[src/rtl/gf32_mul_share_arb_pkg.sv]
// Shared definitions for the GF(2^32) multiplier-sharing arbiter.
//   N_CLIENTS_MAX : largest supported number of client ports
//   MUL_LAT       : native start-to-done latency of the shared multipliers
//   state_e       : session FSM encoding (ST_IDLE=0, ST_GRANT=1)
//   tag_w()       : tag width for a given client count, clog2(n), at least 1
package gf32_mul_share_arb_pkg;

  localparam int N_CLIENTS_MAX = 8;
  localparam int MUL_LAT       = 2;

  typedef enum logic {
    ST_IDLE  = 1'b0,
    ST_GRANT = 1'b1
  } state_e;

  function automatic int tag_w(input int n);
    return (n <= 2) ? 1 : $clog2(n);
  endfunction

endpackage

[src/rtl/gf32_mul_share_arb_mul.sv]
// Shared pipelined multipliers, both with a two-cycle start-to-done latency.
//   gf_mul_32    : GF(2^32) product modulo x^32 + x^7 + x^3 + x^2 + 1
//   gf251_mul_32 : four independent byte lanes, each (a*b) mod 251
// Ports: i_clk, i_rst (sync, active-high, clears valids only), i_start,
//        i_x, i_y operands, o_o result, o_done result strobe.
module gf_mul_32 (
  input  logic        i_clk,
  input  logic        i_rst,
  input  logic        i_start,
  input  logic [31:0] i_x,
  input  logic [31:0] i_y,
  output logic [31:0] o_o,
  output logic        o_done
);

  localparam logic [31:0] POLY = 32'h0000_008D;

  logic [31:0] prod_p0, prod_p1;
  logic        vld_p0, vld_p1;

  function automatic logic [31:0] gf_mul(input logic [31:0] a, input logic [31:0] b);
    logic [31:0] acc;
    logic [31:0] sh;
    acc = '0;
    sh  = a;
    for (int i = 0; i < 32; i++) begin
      if (b[i]) acc = acc ^ sh;
      sh = {sh[30:0], 1'b0} ^ (sh[31] ? POLY : 32'h0);
    end
    return acc;
  endfunction

  // Stage p0: full product
  always_ff @(posedge i_clk) begin
    prod_p0 <= gf_mul(i_x, i_y);
    prod_p1 <= prod_p0;
  end

  // Stage p1: output register
  always_ff @(posedge i_clk) begin
    if (i_rst) begin
      vld_p0 <= 1'b0;
      vld_p1 <= 1'b0;
    end else begin
      vld_p0 <= i_start;
      vld_p1 <= vld_p0;
    end
  end

  assign o_o    = prod_p1;
  assign o_done = vld_p1;

endmodule

module gf251_mul_32 (
  input  logic        i_clk,
  input  logic        i_rst,
  input  logic        i_start,
  input  logic [31:0] i_x,
  input  logic [31:0] i_y,
  output logic [31:0] o_o,
  output logic        o_done
);

  logic [31:0] prod_p0, prod_p1;
  logic        vld_p0, vld_p1;

  function automatic logic [31:0] lane_mul(input logic [31:0] a, input logic [31:0] b);
    logic [31:0] r;
    logic [15:0] p;
    r = '0;
    for (int i = 0; i < 4; i++) begin
      p = (16'(a[8*i +: 8]) * 16'(b[8*i +: 8])) % 16'd251;
      r[8*i +: 8] = p[7:0];
    end
    return r;
  endfunction

  // Stage p0: lane products
  always_ff @(posedge i_clk) begin
    prod_p0 <= lane_mul(i_x, i_y);
    prod_p1 <= prod_p0;
  end

  // Stage p1: output register
  always_ff @(posedge i_clk) begin
    if (i_rst) begin
      vld_p0 <= 1'b0;
      vld_p1 <= 1'b0;
    end else begin
      vld_p0 <= i_start;
      vld_p1 <= vld_p0;
    end
  end

  assign o_o    = prod_p1;
  assign o_done = vld_p1;

endmodule

[src/rtl/gf32_mul_share_arb_tag_fifo.sv]
// tag_fifo: synchronous FIFO holding the issuing client index of every
// multiply in flight, so results can be steered back in issue order.
// Ports: i_clk, i_rst (sync, active-high), i_push/i_din write side,
//        i_pop/o_dout read side (o_dout is the current head), o_full, o_empty.
// Push while full and pop while empty are ignored.
module tag_fifo #(
  parameter int W     = 2,
  parameter int DEPTH = 16
) (
  input  logic         i_clk,
  input  logic         i_rst,
  input  logic         i_push,
  input  logic [W-1:0] i_din,
  input  logic         i_pop,
  output logic [W-1:0] o_dout,
  output logic         o_full,
  output logic         o_empty
);

  localparam int AW = $clog2(DEPTH);
  localparam int CW = $clog2(DEPTH + 1);

  logic [W-1:0]  mem_q [DEPTH];
  logic [AW-1:0] wr_ptr_q, wr_ptr_d;
  logic [AW-1:0] rd_ptr_q, rd_ptr_d;
  logic [CW-1:0] cnt_q, cnt_d;
  logic          do_push, do_pop;

  assign o_full  = (cnt_q == CW'(DEPTH));
  assign o_empty = (cnt_q == '0);
  assign o_dout  = mem_q[rd_ptr_q];
  assign do_push = i_push & ~o_full;
  assign do_pop  = i_pop & ~o_empty;

  always_comb begin
    wr_ptr_d = wr_ptr_q;
    rd_ptr_d = rd_ptr_q;
    cnt_d    = cnt_q;
    // Explicit wrap so non-power-of-two depths work.
    if (do_push) wr_ptr_d = (wr_ptr_q == AW'(DEPTH - 1)) ? '0 : wr_ptr_q + 1'b1;
    if (do_pop)  rd_ptr_d = (rd_ptr_q == AW'(DEPTH - 1)) ? '0 : rd_ptr_q + 1'b1;
    unique case ({do_push, do_pop})
      2'b10:   cnt_d = cnt_q + 1'b1;
      2'b01:   cnt_d = cnt_q - 1'b1;
      default: cnt_d = cnt_q;
    endcase
  end

  always_ff @(posedge i_clk) begin
    if (i_rst) begin
      wr_ptr_q <= '0;
      rd_ptr_q <= '0;
      cnt_q    <= '0;
    end else begin
      wr_ptr_q <= wr_ptr_d;
      rd_ptr_q <= rd_ptr_d;
      cnt_q    <= cnt_d;
    end
  end

  // Tag storage carries no reset; occupancy is tracked by cnt_q.
  always_ff @(posedge i_clk) begin
    if (do_push) mem_q[wr_ptr_q] <= i_din;
  end

endmodule

[src/rtl/gf32_mul_share_arb.sv]
// gf32_mul_share_arb: grants one client at a time a session on a single
// shared pipelined multiplier and steers every result back to the client
// that issued it, in issue order, even after the grant has moved on.
// Ports: i_clk, i_rst (sync, active-high)
//        i_req/o_gnt      : level session request / registered one-hot grant
//        i_start,i_x,i_y  : per-client start pulse and 32-bit operand slices
//        o_o/o_done       : broadcast result, one-hot owner strobe
//        o_busy           : operations in flight; o_err: sticky protocol error
module gf32_mul_share_arb
  import gf32_mul_share_arb_pkg::*;
#(
  parameter string FIELD     = "GF256",
  parameter int    N_CLIENTS = 3,
  parameter int    TAG_DEPTH = 16
) (
  input  logic                    i_clk,
  input  logic                    i_rst,
  input  logic [N_CLIENTS-1:0]    i_req,
  output logic [N_CLIENTS-1:0]    o_gnt,
  input  logic [N_CLIENTS-1:0]    i_start,
  input  logic [32*N_CLIENTS-1:0] i_x,
  input  logic [32*N_CLIENTS-1:0] i_y,
  output logic [31:0]             o_o,
  output logic [N_CLIENTS-1:0]    o_done,
  output logic                    o_busy,
  output logic                    o_err
);

  localparam int TAG_W = tag_w(N_CLIENTS);
  localparam int QW    = $clog2(TAG_DEPTH + 1);

  state_e               state_q, state_d;
  logic [TAG_W-1:0]     owner_q, owner_d;
  logic [TAG_W-1:0]     ptr_q, ptr_d;
  logic [N_CLIENTS-1:0] gnt_q, gnt_d;
  logic                 err_q, err_d;
  logic [QW-1:0]        quiet_q, quiet_d;

  logic                 mul_start, mul_done;
  logic [31:0]          mul_x, mul_y, mul_o;
  logic                 fifo_full, fifo_empty, push, pop;
  logic [TAG_W-1:0]     head;
  logic                 stray, dropped, orphan;
  int                   idx;
  logic                 found;

  // Session FSM: round-robin search from ptr_q while idle.
  always_comb begin
    state_d = state_q;
    owner_d = owner_q;
    ptr_d   = ptr_q;
    gnt_d   = gnt_q;
    idx     = 0;
    found   = 1'b0;
    unique case (state_q)
      ST_IDLE: begin
        for (int i = 0; i < N_CLIENTS; i++) begin
          idx = (int'(ptr_q) + i) % N_CLIENTS;
          if (!found && i_req[idx]) begin
            found      = 1'b1;
            owner_d    = TAG_W'(idx);
            gnt_d      = '0;
            gnt_d[idx] = 1'b1;
            state_d    = ST_GRANT;
          end
        end
      end
      ST_GRANT: begin
        if (!i_req[owner_q]) begin
          gnt_d   = '0;
          state_d = ST_IDLE;
          ptr_d   = (owner_q == TAG_W'(N_CLIENTS - 1)) ? '0 : owner_q + 1'b1;
        end
      end
      default: state_d = ST_IDLE;
    endcase
  end

  // Issue and return paths are purely combinational so the client sees the
  // multiplier's native latency.
  always_comb begin
    mul_start = i_start[owner_q] & gnt_q[owner_q];
    mul_x     = i_x[32*owner_q +: 32];
    mul_y     = i_y[32*owner_q +: 32];
    push      = mul_start & ~fifo_full;
    dropped   = mul_start & fifo_full;
    stray     = |(i_start & ~gnt_q);
    pop       = mul_done & ~fifo_empty;
    // Done pulses still draining from before a reset land on an empty FIFO;
    // they are only reported once the post-reset quiet window has expired.
    orphan    = mul_done & fifo_empty & (quiet_q == '0);
    o_done    = '0;
    if (pop) o_done[head] = 1'b1;
    err_d     = err_q | stray | dropped | orphan;
    quiet_d   = (quiet_q != '0) ? quiet_q - 1'b1 : quiet_q;
  end

  always_ff @(posedge i_clk) begin
    if (i_rst) begin
      state_q <= ST_IDLE;
      owner_q <= '0;
      ptr_q   <= '0;
      gnt_q   <= '0;
      err_q   <= 1'b0;
      quiet_q <= QW'(TAG_DEPTH);
    end else begin
      state_q <= state_d;
      owner_q <= owner_d;
      ptr_q   <= ptr_d;
      gnt_q   <= gnt_d;
      err_q   <= err_d;
      quiet_q <= quiet_d;
    end
  end

  tag_fifo #(.W(TAG_W), .DEPTH(TAG_DEPTH)) u_tag_fifo (
    .i_clk  (i_clk),
    .i_rst  (i_rst),
    .i_push (push),
    .i_din  (owner_q),
    .i_pop  (pop),
    .o_dout (head),
    .o_full (fifo_full),
    .o_empty(fifo_empty)
  );

  if (FIELD == "GF256") begin : g_gf256
    gf_mul_32 u_mul (
      .i_clk(i_clk), .i_rst(i_rst), .i_start(mul_start),
      .i_x(mul_x), .i_y(mul_y), .o_o(mul_o), .o_done(mul_done)
    );
  end else begin : g_gf251
    gf251_mul_32 u_mul (
      .i_clk(i_clk), .i_rst(i_rst), .i_start(mul_start),
      .i_x(mul_x), .i_y(mul_y), .o_o(mul_o), .o_done(mul_done)
    );
  end

  assign o_gnt  = gnt_q;
  assign o_err  = err_q;
  assign o_busy = ~fifo_empty;
  assign o_o    = mul_o;

endmodule

[config.mk]
export PLATFORM = sky130hd
export DESIGN_NAME = gf32_mul_share_arb
export DESIGN_NICKNAME = d
export VERILOG_FILES = /design/src/rtl/gf32_mul_share_arb_pkg.sv /design/src/rtl/gf32_mul_share_arb_mul.sv /design/src/rtl/gf32_mul_share_arb_tag_fifo.sv /design/src/rtl/gf32_mul_share_arb.sv
export SDC_FILE = /design/constraint.sdc
export NUM_CORES = 1
export LEC_CHECK = 0
export ABC_AREA = 1
export CAP_MARGIN = 10
export CORE_MARGIN = 2
export CORE_UTILIZATION = 40
export DETAILED_ROUTE_END_ITERATION = 8
export PLACE_DENSITY_LB_ADDON = 0.3
export SYNTH_ARGS = -nofsm -noshare
export SYNTH_HDL_FRONTEND = slang
export SYNTH_HIERARCHICAL = 1
export SYNTH_SLANG_ARGS = --single-unit
[constraint.sdc]
create_clock -name i_clk -period 7 [get_ports i_clk]
set_input_delay 0.7 -clock i_clk [delete_from_list [all_inputs] [get_ports i_clk]]
set_output_delay 0.7 -clock i_clk [all_outputs]
set_load 0.05 [all_outputs]
==> results.sh, run 1 <==
export IMPL_track_usage_pct=30.5
export IMPL_clk_path_buf_depth=2
export IMPL_yosysTopAreaCell="nand2_1"
export IMPL_fillCellCount=6120
export IMPL_final_setup_skew_ns=0.0243
export IMPL_syn_inst=3981
export IMPL_status="completed"
export IMPL_yosysUniqueCellTypes=48
export IMPL_dp_cells=4848
export IMPL_tightest_slew_ns=1.10
export IMPL_r2r_start="owner_q[1]"
export IMPL_fin_cells=4882
export IMPL_ant_nets=0
export IMPL_ys_flop_type="dfxtp_1"
export IMPL_synth_top_cell_area_share_pct=23.4
export IMPL_critPathSlowestCell="dfxtp_1"
export IMPL_place_gp_congestion=1.03
export IMPL_core_area_um2=57600
export IMPL_cts_sinks=129
export IMPL_areaGrowthSynthToFinish_pct=14.0
export IMPL_vias=25100
export IMPL_finalSetupTns_ns=0
export IMPL_drv_slew=0
export IMPL_post_cts_buffers=0
export IMPL_path_cells="nand2_1 > inv_2 > nand2_1 > nand3_1 > inv_1 > nand2_1 > nand2_2 > inv_1 > nand2_1 > xor2_1 > xnor2_1 > nand3b_1 > nand2_1 > xnor2_1 > nand3_1 > nand2_1 > nand3_1 > nand2_1 > inv_1"
export IMPL_drc=0
export IMPL_hold_viol_final=0
export IMPL_critPathMaxStageDelay_ns=0.75
export IMPL_timing_final_ws_setup_ns=1.58
export IMPL_crit_required_ns=7.33
export IMPL_root_buffer="clkbuf_16"
export IMPL_grt_pass1_wl_um=140000
export IMPL_setup_viol=0
export IMPL_ys_seq_elements=129
export IMPL_gr_total_overflow=0
export IMPL_final_area_um2=26500
export IMPL_num_rows=88
export IMPL_numCtsBuffers=17
export IMPL_timing_critical_path_mode_cell="nand2_1"
export IMPL_syn_area_per_cell_um2=5.84
export IMPL_hp_class="register to register"
export IMPL_gr_usage_met2_pct=48.2
export IMPL_tritoncts="built"
export IMPL_clk_pin_slew_ns=0.08
export IMPL_cp_num_buf_inv=4
export IMPL_antenna_found_initial=0
export IMPL_drt_pre_antenna_iters=9
export IMPL_ctsResizeCount=0
export IMPL_grtUsageMet1_pct=39.2
export IMPL_crit_family="simple AND/OR/NAND/NOR gates"
export IMPL_drv_cap=0
export IMPL_cp_max_fo=36
export IMPL_io_buffers=239
export IMPL_synth_most_common_cell="nand2_1"
export IMPL_layout_drive_gt1_share_pct=6.03
export IMPL_start_util_pct=40.3
export IMPL_yosysSeqAreaShare_pct=12.5
export IMPL_use_met3_pct=6.09
export IMPL_cp_end_kind="register"
export IMPL_timing_slew_headroom_pct=26.5
export IMPL_place_area_um2=25900
export IMPL_rsz0062_at_grt="no"
export IMPL_criticalPathCategory="register to register"
export IMPL_clock_latency_ns=0.45
export IMPL_synth_edf_count=32
export IMPL_period_share_pct=77.4
export IMPL_die_x_um=245
export IMPL_cp_arrival_ns=5.75
export IMPL_grt_pass1_vias=23400
export IMPL_layout_nets=4316
export IMPL_h_tree_depth=4
export IMPL_grt_max_degree=47
export IMPL_synth_common_cells="nand2_1, nor2_1, xnor2_1, xor2_1, inv_1"
export IMPL_fin_crit_ns=5.42
export IMPL_wl_um=92700
export IMPL_die_area_um2=60000
export IMPL_dieHeight_um=245
export IMPL_holdBufCountCts=0
export IMPL_setup_worst_path_start_class="register"
export IMPL_mappedNetlistNets=4195
export IMPL_synth_area_leaders="nand2_1, xnor2_1, xor2_1"
export IMPL_hpwl_um=66800
export IMPL_place_ws_ns=1.88
export IMPL_synth_area_um2=23200
export IMPL_ys_warn_count=6
export IMPL_viasPerCell=5.14
export IMPL_globalRoute_busiestLayer="met2"
export IMPL_fmax_mhz=184
export IMPL_crit_path_start="owner_q[1]"
export IMPL_wl_per_cell_um=19.0
export IMPL_first_iter_violations=2659
export IMPL_min_from="g_gf256.u_mul/prod_p0[20]"
export IMPL_ios=240
export IMPL_synthArstFlopShare_pct=0
worst paths after layout:
check | cells after the start | endpoint | slack [ns]
min reg2reg | 0 | g_gf256.u_mul/o_o[20] | 0.33
max | 19 | g_gf256.u_mul/prod_p0[7] | 1.58
max reg2reg | 19 | g_gf256.u_mul/prod_p0[7] | 1.58
min | 0 | g_gf256.u_mul/o_o[20] | 0.33
registers in the layout, indices dropped and copies added, names as in the netlist, named ones only:
signal and count:
owner_q 2, o_err 1, g_gf256.u_mul/o_done 1, g_gf256.u_mul/o_o 32, g_gf256.u_mul/vld_p0 1, state_q 1
u_tag_fifo/cnt_q 5, u_tag_fifo/rd_ptr_q 4, g_gf256.u_mul/prod_p0 32, o_gnt 3, quiet_q 5, u_tag_fifo/mem_q 32
ptr_q 2, u_tag_fifo/wr_ptr_q 4
logic make-up (layout without fill, tap and decap cells):
| group | count (synthesis) | in the layout | synth area share, % |
|---|---|---|---|
| simple gates | 2384 | 2384 | 42.5 |
| xor+xnor | 811 | 811 | 31.0 |
| buf+inv | 554 | 688 | 11.1 |
| flops | 129 | 129 | 12.5 |
| compound gates | 89 | 89 | 2.13 |
| fa+ha+maj | 14 | 14 | 0.754 |
| other cells | 0 | 2 | 0 |
layer usage:
metal / part of all wire, % / up-vias
li1: - / 12200
met1: 41 / 11300
met2: 43 / 1306
met3: 10 / 282
met4: 5.5 / 0
met5: 0 / -
worst reg2reg max path, stage by stage (launching register included):
cell and delay (ns):
dfxtp_1 0.75, nand2_1 0.18, inv_2 0.55, nand2_1 0.15
nand3_1 0.39, inv_1 0.25, nand2_1 0.12, nand2_2 0.51
inv_1 0.69, nand2_1 0.12, xor2_1 0.18, xnor2_1 0.22
nand3b_1 0.14, nand2_1 0.08, xnor2_1 0.49, nand3_1 0.19
nand2_1 0.11, nand3_1 0.06, nand2_1 0.10, inv_1 0.04
layout make-up:
| type | count | area (um2) | share of cell area [%] |
|---|---|---|---|
| tap | 765 | 957 | 3.61 |
| inverter | 345 | 1310 | 4.95 |
| timing repair buffer | 311 | 2950 | 11.1 |
| clock inverter | 15 | 163 | 0.614 |
| multi-input combinational | 3298 | 17800 | 67.1 |
| antenna | 2 | 5.00 | 0.0189 |
| sequential | 129 | 2900 | 11.0 |
| clock buffer | 17 | 425 | 1.61 |
stage by stage:
| step | utilization (%) | hold WS (ns) |
|---|---|---|
| floorplan | - | 0.310 |
| global placement | 45.0 | 0.312 |
| detailed placement | 45.0 | 0.312 |
| CTS | 46.0 | 0.331 |
| global route | 46.0 | 0.337 |
| finish | 46.0 | 0.328 |
cell usage in the layout, fill, tap and decap left out, types with 15 or more instances in the layout:
cell,netlist,routed
nand2_1,1450,1450
nor2_1,484,483
xnor2_1,438,438
xor2_1,363,363
inv_1,306,304
nand3_1,283,278
clkdlybuf4s50_1,0,239
dfxtp_1,97,97
buf_4,28,71
nand2_2,55,55
nand3b_1,35,35
edfxtp_1,32,32
a21oi_1,31,31
o21ai_0,30,30
inv_2,24,26
clkbuf_16,0,17
nand3_2,10,15
nor2_2,15,15
Power of run 1 is not shown: default switching activity piles up to over one toggle a cycle in this logic, so the estimate is an artifact.
==> run 2: changes to the inputs <==
==> constraint.sdc (replaced) <==
create_clock -name i_clk -period 4.7 [get_ports i_clk]
set_input_delay 0.47 -clock i_clk [delete_from_list [all_inputs] [get_ports i_clk]]
set_output_delay 0.47 -clock i_clk [all_outputs]
set_load 0.05 [all_outputs]
==> run 2 against run 1 <==
Against the previous run: count of clock-buffer cells in the layout is 2 higher; worst hold slack worse by 0.0033 ns; setup slack worse by 1.0 ns; global-route usage is 1.4 points higher; via count is 1.7% higher; register-to-register slack worse by 1.0 ns; critical path depth is 9 higher; critical path type unchanged.
==> results.sh, run 2 (synthesis results as in run 1) <==
export IMPL_status="completed"
export IMPL_clk_path_buf_depth=2
export IMPL_dp_cells=4930
export IMPL_setup_viol=0
export IMPL_criticalPathCategory="register to register"
export IMPL_finalSetupTns_ns=0
export IMPL_ant_nets=0
export IMPL_cp_max_fo=24
export IMPL_dieHeight_um=245
export IMPL_place_ws_ns=0.577
export IMPL_num_rows=88
export IMPL_core_area_um2=57600
export IMPL_drv_slew=0
export IMPL_critPathSlowestCell="dfxtp_1"
export IMPL_start_util_pct=40.3
export IMPL_final_setup_skew_ns=0.0122
export IMPL_grt_pass1_wl_um=145000
export IMPL_grt_pass1_vias=23800
export IMPL_layout_drive_gt1_share_pct=7.74
export IMPL_timing_slew_headroom_pct=23.8
export IMPL_h_tree_depth=4
export IMPL_tightest_slew_ns=1.14
export IMPL_layout_nets=4398
export IMPL_drt_pre_antenna_iters=8
export IMPL_ios=240
export IMPL_fin_cells=4962
export IMPL_period_share_pct=88.5
export IMPL_drc=0
export IMPL_fmax_mhz=240
export IMPL_crit_required_ns=5.04
export IMPL_cts_sinks=129
export IMPL_clk_pin_slew_ns=0.07
export IMPL_hold_viol_final=0
export IMPL_place_gp_congestion=1.04
export IMPL_die_area_um2=60000
export IMPL_first_iter_violations=2557
export IMPL_timing_final_ws_setup_ns=0.541
export IMPL_post_cts_buffers=0
export IMPL_io_buffers=239
export IMPL_cp_end_kind="register"
export IMPL_timing_critical_path_mode_cell="nand2_1"
export IMPL_die_x_um=245
export IMPL_root_buffer="clkbuf_16"
export IMPL_tritoncts="built"
export IMPL_critPathMaxStageDelay_ns=0.44
export IMPL_wl_per_cell_um=19.4
export IMPL_ctsResizeCount=0
export IMPL_grt_max_degree=33
export IMPL_areaGrowthSynthToFinish_pct=17.0
export IMPL_viasPerCell=5.15
export IMPL_final_cell_mix="nand2_1, nor2_1, xnor2_1, xor2_1, inv_1"
export IMPL_track_usage_pct=31.9
export IMPL_hpwl_um=72300
export IMPL_holdBufCountCts=0
export IMPL_setup_worst_path_start_class="register"
export IMPL_drv_cap=0
export IMPL_antenna_found_initial=0
export IMPL_diodes=0
export IMPL_cp_arrival_ns=4.50
export IMPL_numCtsBuffers=17
export IMPL_vias=25500
export IMPL_gr_total_overflow=0
export IMPL_hp_class="register to register"
export IMPL_rsz0062_at_grt="no"
export IMPL_fin_crit_ns=4.16
export IMPL_clock_latency_ns=0.45
export IMPL_wl_um=96100
export IMPL_layout_commonest_cell="nand2_1"
## run 2: cell count changes in the layout (fill, tap and decap cells not counted), sizes merged
cell,before,now
buf,72,154
bufinv,0,2
clkbuf,17,19
clkinv,16,15
clkinvlp,1,0
diode,2,0
inv,343,341
## run 2: critical path: cells and delay by family (launching register included)
| family | cells | cell delay, ns |
|---|---|---|
| and+or+nand+nor | 24 | 2.61 |
| buffers and inverters | 4 | 0.98 |
| DFF | 1 | 0.44 |
## run 2: area by class of cell
cell class,count,area (um2)
Inverter,345,1310
Fill cell,5980,30400
Tap cell,765,957
Clock buffer,19,464
Clock inverter,13,163
Sequential cell,129,2900
Multi-Input combinational cell,3298,17700
Timing Repair Buffer,393,3620
## run 2: per-stage QoR
| step | utilization (%) | instance area [um2] | hold WS [ns] |
|---|---|---|---|
| 2_1_floorplan | - | 23200 | 0.310 |
| 3_5_place_dp | 46.1 | 26500 | 0.312 |
| 6_report | 47.2 | 27200 | 0.325 |
| 4_1_cts | 47.2 | 27200 | 0.326 |
| 5_1_grt | 47.2 | 27200 | 0.333 |
| 3_3_place_gp | 46.1 | 26500 | 0.310 |
## run 2: metal layers
| metal | vias to the layer above | part of all wire (%) | global-route usage, % | wire length (um) |
|---|---|---|---|---|
| met1 | 11500 | 42 | 42.5 | 40100 |
| met2 | 1395 | 42 | 48.7 | 40300 |
| met3 | 301 | 11 | 6.11 | 10300 |
| li1 | 12400 | - | - | - |
| met4 | 0 | 5.7 | 16.7 | 5510 |
| met5 | - | 0 | 0 | 0 |
## run 2: path summary, 6_finish.rpt
| path | depth (start not counted) | startpoint | slack [ns] | to |
|---|---|---|---|---|
| min | 0 | g_gf256.u_mul/prod_p0[31] | 0.33 | g_gf256.u_mul/o_o[31] |
| min reg2reg | 0 | g_gf256.u_mul/prod_p0[31] | 0.33 | g_gf256.u_mul/o_o[31] |
| max | 28 | owner_q[1] | 0.54 | g_gf256.u_mul/prod_p0[9] |
| max reg2reg | 28 | owner_q[1] | 0.54 | g_gf256.u_mul/prod_p0[9] |
Power of run 2 is left out for the same reason.
